File: config.mk
export PLATFORM = sky130hd
export DESIGN_NAME = ram_share_ctrl
export DESIGN_NICKNAME = d
export VERILOG_FILES = /design/src/rtl/ram_share_pkg.sv /design/src/rtl/ram_scan_timer.sv /design/src/rtl/ram_share_ctrl.sv
export SDC_FILE = /design/constraint.sdc
export NUM_CORES = 1
export LEC_CHECK = 0
export CAP_MARGIN = 10
export CELL_PAD_IN_SITES_DETAIL_PLACEMENT = 0
export CELL_PAD_IN_SITES_GLOBAL_PLACEMENT = 1
export CORE_ASPECT_RATIO = 1.1
export CORE_MARGIN = 2
export CORE_UTILIZATION = 45
export CTS_CLUSTER_SIZE = 20
export DETAILED_ROUTE_END_ITERATION = 8
export PLACE_DENSITY_LB_ADDON = 0.1
export SYNTH_ARGS = -nofsm -noshare
export SYNTH_HDL_FRONTEND = slang
export SYNTH_SLANG_ARGS = --single-unit
File: constraint.sdc
create_clock -name clk -period 5.25 [get_ports clk]
set_input_delay 0.525 -clock clk [delete_from_list [all_inputs] [get_ports clk]]
set_output_delay 0.525 -clock clk [all_outputs]
set_load 0.05 [all_outputs]
File: src/rtl/ram_share_pkg.sv
// rtl/ram_share_pkg.sv - shared types and defaults for the RAM share controller
// Scanner state encoding and default widths used by ram_share_ctrl and ram_scan_timer.
package ram_share_pkg;

  typedef enum logic [1:0] {
    ST_IDLE   = 2'd0,
    ST_SCAN   = 2'd1,
    ST_LAST   = 2'd2,
    ST_COMMIT = 2'd3
  } scan_state_t;

  localparam int C_def_addr_bits    = 8;
  localparam int C_def_data_bits    = 8;
  localparam int C_def_shadow_bytes = 4;
  localparam int C_def_refresh_bits = 20;
  localparam int C_max_shadow_bytes = 16;
  localparam int C_idx_bits         = $clog2(C_max_shadow_bytes);

endpackage

File: src/rtl/ram_scan_timer.sv
// rtl/ram_scan_timer.sv - refresh counter and SPI-idle edge detector
// Emits a one-cycle pend_set on a falling a_active or when the refresh counter wraps.
module ram_scan_timer
  import ram_share_pkg::*;
#(
  parameter int C_refresh_bits = C_def_refresh_bits
) (
  input  logic clk,
  input  logic reset,
  input  logic a_active,
  output logic pend_set
);

  logic [C_refresh_bits-1:0] refresh_cnt;
  logic                      active_q;

  always_ff @(posedge clk or posedge reset) begin
    if (reset) begin
      refresh_cnt <= '0;
      active_q    <= 1'b0;
    end else begin
      refresh_cnt <= refresh_cnt + C_refresh_bits'(1);
      active_q    <= a_active;
    end
  end

  // All-ones now means the counter rolls to zero at this edge.
  assign pend_set = (active_q & ~a_active) | (&refresh_cnt);

endmodule

File: src/rtl/ram_share_ctrl.sv
// rtl/ram_share_ctrl.sv - SPI/scanner arbiter for the register RAM with shadow snapshot
// Port A owns the RAM while active; idle gaps are used to copy a RAM window into the shadow bank.
module ram_share_ctrl
  import ram_share_pkg::*;
#(
  parameter int C_addr_bits    = C_def_addr_bits,
  parameter int C_data_bits    = C_def_data_bits,
  parameter int C_shadow_base  = 0,
  parameter int C_shadow_bytes = C_def_shadow_bytes,
  parameter int C_refresh_bits = C_def_refresh_bits
) (
  input  logic                                  clk,
  input  logic                                  reset,
  input  logic                                  a_active,
  input  logic                                  a_wr,
  input  logic [C_addr_bits-1:0]                a_addr,
  input  logic [C_data_bits-1:0]                a_wdata,
  output logic [C_data_bits-1:0]                a_rdata,
  output logic                                  ram_wr,
  output logic [C_addr_bits-1:0]                ram_addr,
  output logic [C_data_bits-1:0]                ram_wdata,
  input  logic [C_data_bits-1:0]                ram_rdata,
  output logic [C_shadow_bytes*C_data_bits-1:0] shadow,
  output logic                                  shadow_valid
);

  localparam logic [C_idx_bits-1:0] C_last_idx = C_idx_bits'(C_shadow_bytes - 1);

  scan_state_t                          state, state_nxt;
  logic [C_idx_bits-1:0]                idx, idx_nxt;
  logic [C_idx_bits-1:0]                rd_idx;
  logic                                 rd_issued;
  logic                                 pending;
  logic                                 pend_set;
  logic                                 grant_a;
  logic                                 issue;
  logic                                 leave_idle;
  logic [C_addr_bits-1:0]               scan_addr;
  logic [C_shadow_bytes*C_data_bits-1:0] staging;

  ram_scan_timer #(
    .C_refresh_bits(C_refresh_bits)
  ) u_timer (
    .clk     (clk),
    .reset   (reset),
    .a_active(a_active),
    .pend_set(pend_set)
  );

  assign grant_a   = a_active | a_wr;
  assign scan_addr = C_addr_bits'(C_shadow_base) + C_addr_bits'(idx);
  assign ram_wdata = a_wdata;
  assign a_rdata   = ram_rdata;

  always_comb begin
    ram_wr   = a_wr & grant_a;
    ram_addr = a_addr;
    if (!grant_a && issue) begin
      ram_addr = scan_addr;
    end
  end

  always_comb begin
    state_nxt  = state;
    idx_nxt    = idx;
    issue      = 1'b0;
    leave_idle = 1'b0;
    case (state)
      ST_IDLE: begin
        if (pending && !grant_a) begin
          state_nxt  = ST_SCAN;
          idx_nxt    = '0;
          leave_idle = 1'b1;
        end
      end
      ST_SCAN: begin
        // Port A activity stalls the scan without losing its place.
        if (!grant_a) begin
          issue = 1'b1;
          if (idx == C_last_idx) begin
            state_nxt = ST_LAST;
          end else begin
            idx_nxt = idx + C_idx_bits'(1);
          end
        end
      end
      ST_LAST:   state_nxt = ST_COMMIT;
      ST_COMMIT: state_nxt = ST_IDLE;
      default:   state_nxt = ST_IDLE;
    endcase
  end

  always_ff @(posedge clk or posedge reset) begin
    if (reset) begin
      state        <= ST_IDLE;
      idx          <= '0;
      pending      <= 1'b1;
      rd_issued    <= 1'b0;
      rd_idx       <= '0;
      shadow_valid <= 1'b0;
    end else begin
      state        <= state_nxt;
      idx          <= idx_nxt;
      // The snapshot starting now already covers any request raised this cycle.
      pending      <= leave_idle ? 1'b0 : (pending | pend_set);
      rd_issued    <= issue;
      rd_idx       <= idx;
      shadow_valid <= (state == ST_COMMIT);
    end
  end

  always_ff @(posedge clk or posedge reset) begin
    if (reset) begin
      staging <= '0;
    end else if (rd_issued) begin
      for (int i = 0; i < C_shadow_bytes; i++) begin
        if (rd_idx == C_idx_bits'(i)) begin
          staging[i*C_data_bits +: C_data_bits] <= ram_rdata;
        end
      end
    end
  end

  always_ff @(posedge clk or posedge reset) begin
    if (reset) begin
      shadow <= '0;
    end else if (state == ST_COMMIT) begin
      shadow <= staging;
    end
  end

endmodule
**Word-level counts from Yosys, hierarchy flattened**

Index checks and enable logic that the tools add are counted.

- Register bits after elaboration: 98
- Output and inout bits: 58
- Input port bits: 28
- Word-level logic and storage cells: 59

- Eq/ne operators: 11
- Bitwise operators: 6
- $add $sub $neg: 2
- Muxes and demuxes: 14
- Reductions and logical operators: 13

Operator list:

| kind | number |
|---|---|
| adder 20 x 1 -> 20 bit, second input constant | 1 |
| AND reduction 20 bit | 1 |
| == test 4 x 2 -> 1 bit, second input constant | 3 |
| 2-to-1 mux 4 bit | 3 |
| 2-to-1 mux 8 bit | 1 |
| != test 2 bit, second input constant | 4 |
| one-hot mux 2 bit (4 select lines) | 1 |
| one-hot mux 4 bit (2 select lines) | 1 |
| AND reduction 2 bit | 4 |
| 2-to-1 mux 2 bit | 3 |
| 2-to-1 mux 1 bit | 5 |
| adder 4 x 1 -> 4 bit, second input constant | 1 |
| == test 2 bit, second input constant | 2 |
| == test 4 x 1 -> 1 bit, second input constant | 1 |
| logical NOT 4 bit | 1 |
| AND reduction 4 bit | 1 |
| OR 1 bit | 3 |
| AND reduction 3 bit | 1 |
| bitwise AND 1 bit | 2 |
| == test 2 x 1 -> 1 bit, second input constant | 1 |
| logical AND 1 bit | 2 |
| logical NOT 2 bit | 1 |
| nonzero test 2 bit | 1 |
| logical NOT 1 bit | 1 |
| NOT 1 bit | 1 |

**Logic depth before layout (Yosys ltp)**

- Word-level depth: 6
- Mapped depth: 7
- Gate-level depth less buffers: 6

**Cells and area by module**

A second synthesis with hierarchy kept.

- Cells, all modules: 289
- Area, all modules: 4149.0 um^2

Modules (own cells, without submodules):

| module | cells each | seq. area each (um^2) | area an instance (um^2) | times used |
|---|---|---|---|---|
| ram_share_ctrl | 216 | 1928.1 | 3258.1 | 1 |
| ram_scan_timer | 73 | 525.5 | 890.9 | 1 |

**Worst setup path after synthesis**

No wires, ideal clock.

- Path kind: register -> output
- Start point: register state[1]
- End point: output port ram_addr[4]
- Setup slack: 3.077 ns
- Required time: 4.725 ns
- Data arrival time: 1.648 ns
- Buffers on the path: 1
- Stages on the path, launching flop included: 6
- Cell sequence: dfrtp_1 inv_1 ha_1 nor3b_1 buf_2 nor2b_1

- Word-level cells in the longest chain between the ends: 4

Ends and longest elaborated chain:

| what | line | text |
|---|---|---|
| from (decl) | ram_share_ctrl.sv:29 | `scan_state_t state, state_nxt;` |
| from (signal assigned) | ram_share_ctrl.sv:102 | `state <= state_nxt;` |
| == test 2 x 1 -> 1 bit | ram_share_ctrl.sv:68 | `case (state)` |
| 2-to-1 mux 1 bit | ram_share_ctrl.sv:68 |  |
| via issue | ram_share_ctrl.sv:36 | `logic issue;` |
| logical AND 1 bit | ram_share_ctrl.sv:58 | `if (!grant_a && issue) begin` |
| 2-to-1 mux 8 bit | ram_share_ctrl.sv:58 |  |
| to (decl) | ram_share_ctrl.sv:20 | `output logic [C_addr_bits-1:0] ram_addr,` |

The timed path passes the listed nets, and every way through them passes these cells.

**Worst setup path after layout**

- Start point: register state[1]
- End point: output port ram_addr[1]

- Word-level cells in the longest chain between the ends: 4

Ends and longest elaborated chain:

| what | line |
|---|---|
| == test 2 x 1 -> 1 bit | ram_share_ctrl.sv:68 |
| 2-to-1 mux 1 bit | ram_share_ctrl.sv:68 |
| logical AND 1 bit | ram_share_ctrl.sv:58 |
| 2-to-1 mux 8 bit | ram_share_ctrl.sv:58 |

No other way between the ends.

==> out/metrics.yaml <==
status: "completed"
clk_pin_slew_ns: 0.09
grt_max_degree: 52
port-buffer-count: 69
crit_slowest_cell: "clkdlybuf4s50_1"
post-route-drc-count: 0
n_antenna_cell: 0
synth_area_leaders: "dfrtp_1 (59%), mux2_2 (19%), buf_4 (2.9%)"
rsz0062_at_grt: "false"
area_growth_pct: 21.8
die_w_um: 95.1
hold_viol_final: 0
fmax_ghz: 0.324
clock-skew-final_ns: 0.0148
ir_worst_vdd_mv: 0.231
cp.arrival_ns: 2.56
fillers: 773
critical_path_peak_fanout: 11
ctsResizeCount: 0
start_util_pct: 46.2
power_density_nw_per_um2: 586
first_pass_iters: 4
grt_pass1_wl_um: 11800
core-area_um2: 8870
die_area_um2: 9900
syn_nets: 319
worst_pin_slew_ns: 0.617
finalSetupTns_ns: 0
htree_num_levels: 3
synth_cells: 284
cts_root_buffer: "clkbuf_8"
grt_overflow: 0
setup_viol: 0
cts_tree: "yes"
max_stage_delay_ns: 0.70
period_share_pct: 58.7
yosysMostFrequentCell: "dfrtp_1"
fin_ws_ns: 2.17
busiest_layer: "met2"
vias_per_cell: 5.03
synth_seq_cells: 98
cts_hold_buf: 0
synth_top_area_cell: "dfrtp_1"
utilization_pct: 56.3
grt_pass1_vias: 2363
timing.final.max_slew_violations: 0
detail_route.wl_per_cell_um: 15.2
clock_latency_ns: 0.36
drive_above_1_share_pct: 29.1
grt_usage_pct: 15.5
synth_edf_count: 0
postCtsSetupRepairBufs: 0
ys_warn_count: 0
wl_um: 7030
cp-end-kind: "primary output"
hp-class: "reg2reg"
rows: 36
place.gp.congestion: 0.753
start_kind: "flop"
path_class: "reg2out"
dp_hpwl_um: 4770
synth_top_flop_cell: "dfrtp_1"
finalNetCount: 380
cts_num_sinks: 98
synth_area_um2: 4100
use_met2_pct: 25.0
syn_area_per_cell_um2: 14.5
pre_cts_slack_ns: 2.26
synthTopCellsByCount: "dfrtp_1 (97), mux2_2 (69), buf_4 (16), xnor2_1 (12), nand2_1 (11)"
cpLargestDelayFamily: "buffers and inverters"
grtUsageMet3_pct: 3.48
synth.distinct_cells: 36
cap_viol_max_count: 0
antenna_found_initial: 0
path_buf_inv: 3
path_cells: "inv_1, ha_1, nor3b_1, buf_4, mux2_2, clkdlybuf4s50_1"
io_pins: 86
synthArstFlopShare_pct: 100
gr-usage-met1_pct: 20.3
vias: 2333
numCtsBuffers: 9
ant_nets: 0
synth_top_area_share_pct: 59.1
cts_max_path_buffers: 2
cp.required_ns: 4.72
ys_seq_area_share_pct: 59.8
period_minus_slack_ns: 3.08
relSlewSlack_pct: 58.9
die_h_um: 104
p_leak_nw: 2.20
drt-initial-drc-count: 34
-- sequential cells by signal, summed over array words and instances, names as in the netlist, 2 cells and up --
register,cells
u_timer.refresh_cnt,20
shadow,32
idx,4
rd_idx,4
state,2
staging,32
-- layout make-up --
| class | count | area, um2 | area share (%) |
|---|---|---|---|
| flip-flops and latches | 98 | 2450 | 49.1 |
| multi-input cells | 159 | 1480 | 29.7 |
| repair buffers | 72 | 713 | 14.3 |
| well taps | 114 | 143 | 2.85 |
| clock buffers | 9 | 124 | 2.48 |
| clock inverters | 7 | 61.3 | 1.23 |
| inverters | 5 | 21.3 | 0.425 |
-- cell usage in the layout, fill, tap and decap left out, types with 2 or more instances in the layout --
cell              n
clkinv_4          3
nor4_4            2
xnor2_1          12
dfrtp_1          97
ha_1              7
nor3b_1           4
nand3_1           5
nor2_1            6
or2_2             2
a22o_1            3
xor2_1            7
nor2b_1           6
buf_4             3
inv_1             4
clkbuf_8          9
and3_1            2
nand3b_1          2
clkdlybuf4s50_1  69
nand4_1           4
inv_8             2
nand4_2           2
mux2_2           69
nand2_1          11
nor3_1            2
-- worst paths after layout --
check,from,to,slack (ns),cells after the start
setup / recovery,state[1],ram_addr[1],2.17,6
hold / removal,u_timer.refresh_cnt[18],u_timer.refresh_cnt[18],0.47,1
setup reg to reg,state[1],idx[0],3.40,6
hold reg to reg,u_timer.refresh_cnt[18],u_timer.refresh_cnt[18],0.47,1
max in group asynchronous,reset,shadow[31],3.60,3
min in group asynchronous,reset,shadow[19],0.60,2
-- routing by layer --
metal  wire, um  up-vias
met4        121        0
met3        281       10
met2       3420       45
met5          0        -
met1       3210     1178
li1           -     1100
-- stage by stage --
stage | power (mW) | hold WS, ns | cells | cell area (um2)
floorplan | 2.13 | 0.413 | 284 | 4100
global placement | 2.48 | 0.454 | 448 | 4810
detailed placement | 2.51 | 0.462 | 448 | 4810
CTS | 2.97 | 0.477 | 464 | 5000
global route | 3.09 | 0.517 | 464 | 5000
finish | 2.93 | 0.474 | 464 | 5000
-- cells by family (layout without fill, tap and decap cells) --
| kind of cell | count (synthesis) | count (layout) | synth area share, % |
|---|---|---|---|
| buf+inv | 27 | 93 | 4.06 |
| mux | 71 | 71 | 19.5 |
| flops | 98 | 98 | 59.8 |
| xor+xnor | 19 | 19 | 4.05 |
| fa+ha+maj | 7 | 7 | 2.13 |
| simple gates | 55 | 55 | 9.12 |
| compound gates | 7 | 7 | 1.40 |
-- power breakdown --
group	leakage, nW	internal (mW)	switching (mW)
logic	0.896	0.551	0.734
clock network	0.0932	0.181	0.277
registers	1.22	1.04	0.151
total	2.20	1.77	1.16
Note: power is estimated with default switching activity, not from simulation.
